### src/rtl/dma_bus_arbiter.sv
// rtl/dma_bus_arbiter.sv - round-robin arbiter sharing one bus port among three DMA requesters
//
// Requesters: 0 = descriptor fetch, 1 = data read, 2 = data write.
// Ports:
//   clk, rstb                      clock, asynchronous active-low reset
//   {desc,rd,wr}_req/_addr/_len    request held until the matching *_ack
//   {desc,rd,wr}_ack               one-cycle pulse once the bus accepts the request
//   bus_req/_addr/_len/_wr/_src    latched request presented to the bus interface
//   bus_ack, bus_done              single-cycle accept and completion strobes from the bus
//   busy                           high whenever the FSM is not in IDLE
//   bus_timeout, clr_timeout       sticky watchdog abort flag and its clear
module dma_bus_arbiter #(
  parameter int unsigned TIMEOUT_CYCLES = 1024
) (
  input  logic        clk,
  input  logic        rstb,
  input  logic        desc_req,
  input  logic [31:0] desc_addr,
  input  logic [7:0]  desc_len,
  output logic        desc_ack,
  input  logic        rd_req,
  input  logic [31:0] rd_addr,
  input  logic [7:0]  rd_len,
  output logic        rd_ack,
  input  logic        wr_req,
  input  logic [31:0] wr_addr,
  input  logic [7:0]  wr_len,
  output logic        wr_ack,
  output logic        bus_req,
  output logic [31:0] bus_addr,
  output logic [7:0]  bus_len,
  output logic        bus_wr,
  output logic [1:0]  bus_src,
  input  logic        bus_ack,
  input  logic        bus_done,
  output logic        busy,
  output logic        bus_timeout,
  input  logic        clr_timeout
);

  typedef enum logic [1:0] {IDLE, ISSUE, WAIT_DONE, GAP} state_t;

  localparam logic [16:0] TIMEOUT_W  = 17'(TIMEOUT_CYCLES);
  localparam bit          WD_ENABLED = (TIMEOUT_CYCLES != 0);

  state_t      state_q, state_d;
  logic [1:0]  rr_ptr_q, rr_ptr_d;
  logic [2:0]  ack_q, ack_d;          // {wr, rd, desc}
  logic        bus_req_q, bus_req_d;
  logic [31:0] bus_addr_q, bus_addr_d;
  logic [7:0]  bus_len_q, bus_len_d;
  logic        bus_wr_q, bus_wr_d;
  logic [1:0]  bus_src_q, bus_src_d;
  logic        busy_q, busy_d;
  logic        bus_timeout_q, bus_timeout_d;
  logic [15:0] wd_cnt_q, wd_cnt_d;

  logic        any_req;
  logic [1:0]  winner;
  logic        wd_hit;
  logic        timeout_set;

  assign any_req = desc_req | rd_req | wr_req;

  // Scan starts at rr_ptr and wraps mod 3; first active requester wins.
  always_comb begin
    winner = 2'd0;
    case (rr_ptr_q)
      2'd1: begin
        if (rd_req)        winner = 2'd1;
        else if (wr_req)   winner = 2'd2;
        else               winner = 2'd0;
      end
      2'd2: begin
        if (wr_req)        winner = 2'd2;
        else if (desc_req) winner = 2'd0;
        else               winner = 2'd1;
      end
      default: begin
        if (desc_req)      winner = 2'd0;
        else if (rd_req)   winner = 2'd1;
        else               winner = 2'd2;
      end
    endcase
  end

  // The counter holds the number of ISSUE/WAIT_DONE cycles already spent, so
  // the abort fires on the cycle that would make the total reach the limit.
  assign wd_hit = WD_ENABLED && (({1'b0, wd_cnt_q} + 17'd1) == TIMEOUT_W);

  always_comb begin
    state_d     = state_q;
    rr_ptr_d    = rr_ptr_q;
    ack_d       = 3'b000;
    bus_req_d   = bus_req_q;
    bus_addr_d  = bus_addr_q;
    bus_len_d   = bus_len_q;
    bus_wr_d    = bus_wr_q;
    bus_src_d   = bus_src_q;
    wd_cnt_d    = wd_cnt_q;
    timeout_set = 1'b0;

    case (state_q)
      IDLE: begin
        if (any_req) begin
          case (winner)
            2'd1: begin
              bus_addr_d = rd_addr;
              bus_len_d  = rd_len;
            end
            2'd2: begin
              bus_addr_d = wr_addr;
              bus_len_d  = wr_len;
            end
            default: begin
              bus_addr_d = desc_addr;
              bus_len_d  = desc_len;
            end
          endcase
          bus_src_d = winner;
          bus_wr_d  = (winner == 2'd2);
          bus_req_d = 1'b1;
          wd_cnt_d  = 16'd0;
          state_d   = ISSUE;
        end
      end

      ISSUE: begin
        wd_cnt_d = wd_cnt_q + 16'd1;
        // bus_ack takes precedence over a coincident watchdog expiry.
        if (bus_ack) begin
          bus_req_d = 1'b0;
          ack_d     = 3'b001 << bus_src_q;
          rr_ptr_d  = (bus_src_q == 2'd2) ? 2'd0 : bus_src_q + 2'd1;
          state_d   = WAIT_DONE;
        end else if (wd_hit) begin
          // No ack: the requester keeps its req up and is re-arbitrated.
          bus_req_d   = 1'b0;
          timeout_set = 1'b1;
          state_d     = GAP;
        end
      end

      WAIT_DONE: begin
        wd_cnt_d = wd_cnt_q + 16'd1;
        if (bus_done) begin
          state_d = GAP;
        end else if (wd_hit) begin
          timeout_set = 1'b1;
          state_d     = GAP;
        end
      end

      GAP: begin
        // One dead cycle so a registered requester has dropped req before
        // the next scan; otherwise it would be granted twice.
        bus_src_d = 2'b11;
        state_d   = IDLE;
      end

      default: state_d = IDLE;
    endcase

    busy_d        = (state_d != IDLE);
    bus_timeout_d = timeout_set | (bus_timeout_q & ~clr_timeout);
  end

  always_ff @(posedge clk or negedge rstb) begin
    if (!rstb) begin
      state_q       <= IDLE;
      rr_ptr_q      <= 2'd0;
      ack_q         <= 3'b000;
      bus_req_q     <= 1'b0;
      bus_addr_q    <= 32'd0;
      bus_len_q     <= 8'd0;
      bus_wr_q      <= 1'b0;
      bus_src_q     <= 2'b11;
      busy_q        <= 1'b0;
      bus_timeout_q <= 1'b0;
      wd_cnt_q      <= 16'd0;
    end else begin
      state_q       <= state_d;
      rr_ptr_q      <= rr_ptr_d;
      ack_q         <= ack_d;
      bus_req_q     <= bus_req_d;
      bus_addr_q    <= bus_addr_d;
      bus_len_q     <= bus_len_d;
      bus_wr_q      <= bus_wr_d;
      bus_src_q     <= bus_src_d;
      busy_q        <= busy_d;
      bus_timeout_q <= bus_timeout_d;
      wd_cnt_q      <= wd_cnt_d;
    end
  end

  assign desc_ack    = ack_q[0];
  assign rd_ack      = ack_q[1];
  assign wr_ack      = ack_q[2];
  assign bus_req     = bus_req_q;
  assign bus_addr    = bus_addr_q;
  assign bus_len     = bus_len_q;
  assign bus_wr      = bus_wr_q;
  assign bus_src     = bus_src_q;
  assign busy        = busy_q;
  assign bus_timeout = bus_timeout_q;

endmodule

### config.mk
export PLATFORM = sky130hd
export DESIGN_NAME = dma_bus_arbiter
export DESIGN_NICKNAME = d
export VERILOG_FILES = /design/src/rtl/dma_bus_arbiter.sv
export SDC_FILE = /design/constraint.sdc
export NUM_CORES = 1
export LEC_CHECK = 0
export BUFFER_PORTS_ARGS = -buffer_cell sky130_fd_sc_hd__buf_4
export CAP_MARGIN = 20
export CORE_UTILIZATION = 43
export CTS_CLUSTER_DIAMETER = 40
export DETAILED_ROUTE_END_ITERATION = 16
export PLACE_DENSITY = 0.87
export SYNTH_ARGS = -nofsm -noshare
export SYNTH_HDL_FRONTEND = slang
export SYNTH_SLANG_ARGS = --single-unit
### constraint.sdc
create_clock -name clk -period 2.67 [get_ports clk]
set_clock_uncertainty 0.15 [all_clocks]
set_input_delay 0.1335 -clock clk [delete_from_list [all_inputs] [get_ports clk]]
set_output_delay 0.1335 -clock clk [all_outputs]
set_load 0.02 [all_outputs]
### Yosys cells after proc, flatten, opt, wreduce, memory -nomap -nowiden

Cells that the tools add are included.

| word-level totals | value |
|---|---|
| flip-flop bits (word level) | 69 |
| input bits | 128 |
| output and inout port bits | 49 |
| word-level logic and storage cells | 71 |

| cells by class | value |
|---|---|
| add/subtract/negate cells | 3 |
| equal/unequal tests | 11 |
| shift-type cells | 1 |
| mux-type cells | 29 |
| bitwise logic cells | 5 |
| reductions and logical operators | 11 |

Operators by type and width:

| kind | count |
|---|---|
| $pmux W32 S2 | 1 |
| $pmux W16 S2 | 1 |
| $mux W2 | 11 |
| $add A16 B1 Y17 const B | 1 |
| $eq A17 B11 Y1 const B | 1 |
| $add A16 B1 Y16 const B | 1 |
| $mux W16 | 1 |
| $pmux W8 S2 | 1 |
| $eq A2 B2 Y1 const B | 5 |
| $pmux W2 S2 | 2 |
| $pmux W2 S4 | 1 |
| $reduce_and A2 Y1 | 4 |
| $reduce_bool A2 Y1 | 4 |
| $mux W1 | 7 |
| $eq A2 B1 Y1 const B | 3 |
| $mux W3 | 2 |
| $pmux W1 S2 | 2 |
| $ne A3 B3 Y1 const B | 1 |
| $or A1 B1 Y1 | 3 |
| $reduce_and A3 Y1 | 1 |
| $shl A1 B2 Y3 const A | 1 |
| $add A2 B1 Y2 const B | 1 |
| $logic_not A2 Y1 | 1 |
| $ne A2 B2 Y1 const B | 1 |
| other kinds (3) | 3 |

### Logic depth before layout (Yosys ltp)

Gate-level depths: netlist of the first run.

| depth | value |
|---|---|
| word-level depth | 6 |
| mapped depth | 13 |
| mapped depth without buffers | 11 |

### Least setup slack after synthesis of the first run

Ideal clock, no wire load.

| timing path | value |
|---|---|
| path type | register -> register |
| from | reg rr_ptr_q[0] |
| to | reg bus_addr_q[21], in the netlist bus_addr[21] |
| library setup time | 0.134 ns |
| arrival time | 2.298 ns |
| data required time | 2.386 ns |
| setup slack | 0.088 ns |
| stages on the path, launching flop included | 11 |
| buffers on the path | 2 |
| clock period less this slack | 2.582 ns |
| path through | dfrtp_1 > inv_1 > ha_1 > o41ai_1 > inv_1 > ha_1 > clkbuf_1 > clkbuf_1 > nor2_1 > a21oi_1 > o21ai_0 |

| between the ends | value |
|---|---|
| word-level cells in the longest chain between the ends | 4 |
| elaborated cells on any way between the ends | 6 |
| those cells by class | 4 x eq/ne; 2 x mux |

RTL lines:

| what | line | RTL |
|---|---|---|
| start, declared | 47 | `logic [1:0] rr_ptr_q, rr_ptr_d;` |
| start signal, assigned | 183 | `rr_ptr_q <= rr_ptr_d;` |
| $eq A2 B2 Y1 or $eq A2 B1 Y1 (tied branches) | 68 | `case (rr_ptr_q)` |
| $pmux W2 S2 (*) | 68 |  |
| $eq A2 B2 Y1 or $eq A2 B1 Y1 (tied branches) | 106 | `case (winner)` |
| $pmux W32 S2 (*) | 106 |  |
| end signal, assigned | 186 | `bus_addr_q <= bus_addr_d;` |
| end, declared | 50 | `logic [31:0] bus_addr_q, bus_addr_d;` |

Mark *: on every way between the ends. The rest lies on a longest branch, timed or not.
A chain may end at the register's enable or synchronous reset.

### Worst setup path in the final report of the first run

| timing path | value |
|---|---|
| from | reg rr_ptr_q[0] |
| to | reg bus_addr_q[29], in the netlist bus_addr[29] |

Same word-level chain as after synthesis.

==> flow_metrics.py, run 1 <==
metrics = {
    "run_status": {
        "status": "finished, violations left",
        "violations": "DRC",
    },
    "timing": {
        "finalSetupViolCount": 0,
        "setup_ws_ns": 0.0994,
        "tns_ns": 0,
        "max_freq_mhz": 389,
        "finalCritPeriodShare": 0.963,
        "finalCriticalPeriod_ns": 2.57,
        "hold_violations": 0,
        "slew_headroom": 0.401,
        "tightest_slew_ns": 0.899,
        "worst_hold_slack_ns": 0.0151,
        "drv_slew": 0,
    },
    "pwr": {
        "ir_worst_vdd_mv": 0.646,
        "pwr-share-comb": 0.564,
        "leakagePower_nw": 2.86,
        "power_switching_mw": 2.77,
        "powerDensity_mw_per_mm2": 1000,
        "sequentialPowerShare": 0.282,
        "clkPwrFrac": 0.154,
        "power.total_mw": 6.11,
        "p_sw_frac": 0.453,
        "internal-power_mw": 3.34,
    },
    "yosys": {
        "synthCells": 471,
        "yosysTopAreaCell": "dfrtp_1",
        "ys_types": 51,
        "yosys_warnings": 0,
        "ys_seq_area_frac": 0.436,
        "synth_seq_cells": 69,
        "yosys.area.top_type_share": 0.423,
        "synth_area_mm2": 0.00397,
        "synthTopCellsByArea": "dfrtp_1 (42%), a22oi_1 (7.6%), o21ai_0 (6.6%)",
        "syn_avg_cell_area_um2": 8.42,
        "synth_edf_count": 0,
        "async_reset_ff_frac": 1.00,
        "netlist_top_cells_count": "dfrtp_1 (67), nand2_1 (62), o21ai_0 (52)",
        "ys.flop_type": "dfrtp_1",
        "synth.most_common_cell": "dfrtp_1",
        "synthesis.nets": 608,
    },
    "place": {
        "routabilityCongestion": 0.894,
        "port_buffers": 176,
        "dp_cells": 730,
        "dp_slack_ns": 0.123,
        "place_hpwl_um": 9220,
    },
    "detailed_routing": {
        "viasPerCell": 5.87,
        "antenna_left": 0,
        "drt_iter0_drc": 354,
        "drc_errors": 1,
        "vias": 4623,
        "routed_wl_um": 14700,
        "wl_per_cell_um": 18.7,
        "first_pass_iters": 11,
    },
    "cts": {
        "worstSkewPairLatency_ns": 0.34,
        "postCtsSetupRepairBufs": 0,
        "clockBufferDepth": 2,
        "clock_sinks": 69,
        "htreeDepth": 3,
        "cts_made_buffers": 9,
        "cts.clk_slew.worst_paths_ns": 0.08,
        "cts_root_buf": "clkbuf_8",
        "tritoncts": "yes",
    },
    "setup_path": {
        "worst_path_largest_cell_delay_ns": 0.40,
        "reg2regPathDepth": 12,
        "path_class": "reg -> reg",
        "crit_fanout": 40,
        "slowest_stage": "dfrtp_1",
        "cp.arrival_ns": 2.62,
        "required_ns": 2.72,
        "end_kind": "flop",
        "critPathLaunchType": "flop",
        "cp_cell_sequence": "inv_1 -> ha_4 -> nor2b_1 -> o21ai_1 -> o41ai_2 -> buf_4 -> ha_1 -> buf_12 -> a22oi_2 -> nor2_1 -> a21oi_1 -> o21ai_0",
    },
    "global_routing": {
        "grt_max_degree": 70,
        "grt_overflow_total": 0,
        "antenna_found_initial": 0,
        "grt_pass1_vias": 4647,
        "grt_pass1_wl_um": 22800,
        "grtUsageTotal": 0.300,
    },
    "floorplan": {
        "coreArea_mm2": 0.00881,
        "start_util": 0.451,
        "die_area_mm2": 0.00961,
        "io_pins": 177,
        "fp.dieH_um": 98.1,
        "row_count": 34,
        "fp.dieW_um": 98.1,
    },
    "layout": {
        "syn2layout_area_growth_pct": 54.1,
        "antenna_cells": 0,
        "drive_gt1_frac": 0.329,
        "fin_cells": 788,
        "fin_nets": 812,
        "fillers": 614,
    },
    "hold_path": {
        "worst_hold_path.num_cells": 4,
        "hold_class": "in -> reg",
    },
    "run": {
        "drv_cap": 0,
    },
}
[kinds of logic (layout without fill, tap and decap cells)]
| kind of cell | count (synthesis) | in the layout | synth area share |
|---|---|---|---|
| flops | 69 | 69 | 0.436 |
| xor+xnor | 2 | 2 | 0.00442 |
| fa+ha+maj | 9 | 9 | 0.0284 |
| simple gates | 161 | 161 | 0.182 |
| compound gates | 175 | 175 | 0.281 |
| buf+inv | 47 | 256 | 0.0482 |
| mux | 8 | 8 | 0.0205 |
[registers in the layout, indices dropped and copies added (netlist names)]
register     cells
ack_q            3
bus_addr        32
bus_len          8
bus_req          1
bus_src          2
bus_timeout      1
bus_wr           1
busy             1
rr_ptr_q         2
state_q          2
wd_cnt_q        16
[critical path, delay by kind of cell, from the launching register on]
kind                       cells  cell delay [ns]
AOI/OAI and AO/OA              5             0.76
adders and majority gates      2             0.44
buffers and inverters          3             0.43
DFF                            1             0.40
and+or+nand+nor                2             0.23
[path summary, 6_finish.rpt]
kind / start / to / slack (ns)
setup / recovery: rr_ptr_q[0]$_DFFE_PN0P_ / bus_addr[29]$_DFFE_PN0P_ / 0.1
setup reg to reg: rr_ptr_q[0]$_DFFE_PN0P_ / bus_addr[29]$_DFFE_PN0P_ / 0.1
min in group asynchronous: rstb / bus_timeout$_DFF_PN0_ / 0.29
hold reg to reg: bus_addr[20]$_DFFE_PN0P_ / bus_addr[20]$_DFFE_PN0P_ / 0.34
hold / removal: bus_done / busy$_DFF_PN0_ / 0.02
max in group asynchronous: rstb / ack_q[0]$_DFF_PN0_ / 1.47
[cells in the final DEF, fill, tap and decap left out, types with 2 or more instances in the layout]
master / netlist / layout
o2bb2ai_1: 2 / 2
nor2_1: 51 / 51
a211o_1: 2 / 2
bufinv_16: 0 / 2
o211ai_1: 2 / 2
nand4_1: 6 / 6
o41ai_2: 1 / 2
dfstp_2: 2 / 2
dfrtp_1: 67 / 67
o22ai_1: 2 / 2
clkbuf_8: 0 / 9
a22oi_1: 40 / 34
and3_1: 5 / 5
a21o_1: 4 / 4
nand2_1: 62 / 62
dlygate4sd3_1: 0 / 41
o21ai_0: 52 / 51
nor3b_1: 2 / 2
a22o_1: 7 / 7
a21oi_1: 46 / 45
nor2b_1: 5 / 5
buf_12: 0 / 4
xnor2_1: 2 / 2
inv_1: 11 / 11
clkbuf_1: 27 / 2
nand3b_1: 2 / 2
buf_4: 2 / 183
nor3_1: 10 / 10
o31ai_1: 3 / 3
a22oi_2: 0 / 6
clkinv_2: 0 / 3
ha_4: 0 / 2
ha_1: 9 / 7
nand3_1: 10 / 10
o21ai_1: 4 / 5
mux2i_1: 7 / 7
[stage by stage]
| stage | utilization | area (µm²) |
|---|---|---|
| after floorplan | - | 3970 |
| after global placement | 0.614 | 5410 |
| after detailed placement | 0.614 | 5410 |
| after CTS | 0.684 | 6030 |
| after global routing | 0.694 | 6110 |
| final | 0.694 | 6110 |
[timing repair]
action | 4_1_cts | 5_1_grt
setup endpoints to repair | 0 | 38
endpoints found under the hold margin | 108 | 0
gates resized for setup | 0 | 11
hold buffers | 41 | 0
[area by class of cell]
cell class	instances	area (µm²)	area share
clock buffers	11	131	0.0215
flip-flops and latches	69	1730	0.283
multi-input cells	355	2110	0.346
well taps	108	135	0.0221
repair buffers	229	1890	0.309
inverters	11	41.3	0.00675
clock inverters	5	75.1	0.0123
[power by group through the flow]
stage	sequential (mW)	clock, mW	combinational, mW
finish	1.72	0.939	3.45
global route	1.76	0.980	3.73
CTS	1.71	0.942	3.23
detailed placement	1.71	0	3.17
global placement	1.69	0	3.05
floorplan	2.03	0	1.58
[per-layer routing]
metal,vias to the layer above,wire length (µm),GRT usage
met1,2186,5460,0.340
li1,2102,-,-
met3,73,1180,0.0823
met5,-,0,0
met4,0,808,0.177
met2,262,7290,0.507
Note: power is estimated with default switching activity, not from simulation.
==> inputs of run 2 (changes only) <==
- CORE_UTILIZATION: 43 -> 45
- SETUP_SLACK_MARGIN: unset -> 0.1
- clock period: 2.67 -> 2.7 ns (I/O delays scaled with it)
==> run 2 against run 1 <==
- the flow now finishes without violations
- die area down 4.4%
- combinational power grew 2%
- sequential cell count is the same
- hold slack improved by 0.031 ns
- critical path depth did not move
- power fell by 0.88%
- register-to-register slack got worse by 0.02 ns
- largest power group unchanged
==> flow_metrics.py, run 2 (synthesized netlist as in run 1, its figures left out) <==
metrics = {
    "setup_path": {
        "path_class": "reg -> reg",
        "required_ns": 2.76,
        "cp.arrival_ns": 2.69,
        "end_kind": "flop",
        "critPathLaunchType": "flop",
        "crit_fanout": 41,
    },
    "global_routing": {
        "grt_pass1_wl_um": 21400,
        "grt_overflow_total": 0,
        "antenna_found_initial": 0,
        "grt_pass1_vias": 4499,
        "grtUsageTotal": 0.306,
        "grt_max_degree": 82,
    },
    "floorplan": {
        "coreArea_mm2": 0.00838,
        "io_pins": 177,
        "die_area_mm2": 0.00920,
        "fp.dieW_um": 95.9,
        "row_count": 33,
        "fp.dieH_um": 95.9,
        "start_util": 0.473,
    },
    "timing": {
        "drv_slew": 0,
        "slew_headroom": 0.392,
        "worst_hold_slack_ns": 0.0459,
        "max_freq_mhz": 381,
        "finalSetupViolCount": 0,
        "grt_setup_unrepaired": "false",
        "finalCritPeriodShare": 0.972,
        "finalCriticalPeriod_ns": 2.62,
        "tightest_slew_ns": 0.912,
        "hold_violations": 0,
        "tns_ns": 0,
    },
    "layout": {
        "largest_register_ffs": 32,
        "final_cell_mix": "buf_4 (181), dfrtp_1 (67), nand2_1 (62)",
        "drive_gt1_frac": 0.337,
        "syn2layout_area_growth_pct": 55.9,
        "fin_nets": 815,
        "mostFrequentLayoutCell": "buf_4",
        "antenna_cells": 0,
    },
    "detailed_routing": {
        "wl_per_cell_um": 18.8,
        "drc_errors": 0,
        "antenna_left": 0,
        "drt_iter0_drc": 349,
        "vias": 4662,
        "first_pass_iters": 7,
        "routed_wl_um": 14800,
        "viasPerCell": 5.92,
    },
    "cts": {
        "cts.clk_slew.worst_paths_ns": 0.08,
        "cts_root_buf": "clkbuf_8",
        "htreeDepth": 3,
        "worstSkewPairLatency_ns": 0.34,
        "tritoncts": "yes",
        "clockBufferDepth": 2,
        "clock_sinks": 69,
        "cts_made_buffers": 9,
    },
    "pwr": {
        "powerDensity_mw_per_mm2": 980,
        "leakagePower_nw": 2.88,
        "ir_worst_vdd_mv": 0.568,
    },
    "run_status": {
        "status": "complete, no violations",
    },
    "place": {
        "place_hpwl_um": 8580,
        "port_buffers": 176,
        "routabilityCongestion": 0.832,
    },
    "run": {
        "drv_cap": 0,
    },
    "hold_path": {
        "hold_class": "in -> reg",
    },
}
[run 2: final cells by class]
| cell class | count | area [µm²] |
|---|---|---|
| fill | 554 | 2200 |
| tap | 105 | 131 |
| sequential | 69 | 1730 |
| multi-input combinational | 355 | 2130 |
| timing repair buffer | 232 | 1950 |
| inverter | 11 | 41.3 |
| clock buffer | 16 | 200 |
[run 2: path summary, 6_finish.rpt]
kind	from	end	slack [ns]	depth (start not counted)
min in group asynchronous	rstb	busy$_DFF_PN0_	0.31	2
max in group asynchronous	rstb	bus_addr[4]$_DFFE_PN0P_	1.49	2
worst min-delay path	rd_addr[31]	bus_addr[31]$_DFFE_PN0P_	0.05	5
worst min register to register	bus_addr[28]$_DFFE_PN0P_	bus_addr[28]$_DFFE_PN0P_	0.33	2
worst max-delay path	rr_ptr_q[1]$_DFFE_PN0P_	bus_addr[2]$_DFFE_PN0P_	0.08	12
worst max register to register	rr_ptr_q[1]$_DFFE_PN0P_	bus_addr[2]$_DFFE_PN0P_	0.08	12
[run 2: where the power goes]
group | switching, mW | total (mW) | internal [mW]
Sequential | 0.282 | 1.70 | 1.41
Combinational | 2.10 | 3.51 | 1.41
Clock | 0.391 | 0.853 | 0.462
[run 2: metrics by stage]
stage	power [mW]	utilization	area, µm²	cells	setup slack [ns]
after global routing	6.41	0.738	6180	788	0.00587
final	6.06	0.738	6180	788	0.0759
after detailed placement	4.78	0.643	5390	725	0.153
after floorplan	3.57	-	3970	471	0.118
after CTS	5.68	0.720	6030	785	0.131
after global placement	4.64	0.643	5390	725	0.253
[run 2: timing repair]
action | CTS | global route
setup buffers | 0 | 1
endpoints found under the hold margin | 110 | 0
gates resized for setup | 0 | 20
endpoints found under the setup margin | 0 | 40
hold buffers | 44 | 0
[run 2: worst max-delay path: stages (launching register included)]
cell and delay (ns):
dfrtp_1 0.45, inv_1 0.07, ha_1 0.18, nor2b_1 0.15
a21oi_1 0.17, o32a_1 0.22, inv_1 0.09, ha_4 0.17
buf_12 0.17, a22oi_2 0.23, nor2_1 0.09, a21oi_1 0.24
o21ai_0 0.11
[run 2: routing by layer]
metal  share of wire  track usage  vias to the layer above
li1                -            -                     2108
met1            0.37        0.373                     2222
met2            0.51        0.502                      277
met3           0.084       0.0774                       55
met4           0.039        0.157                        0
met5               0            0                        -
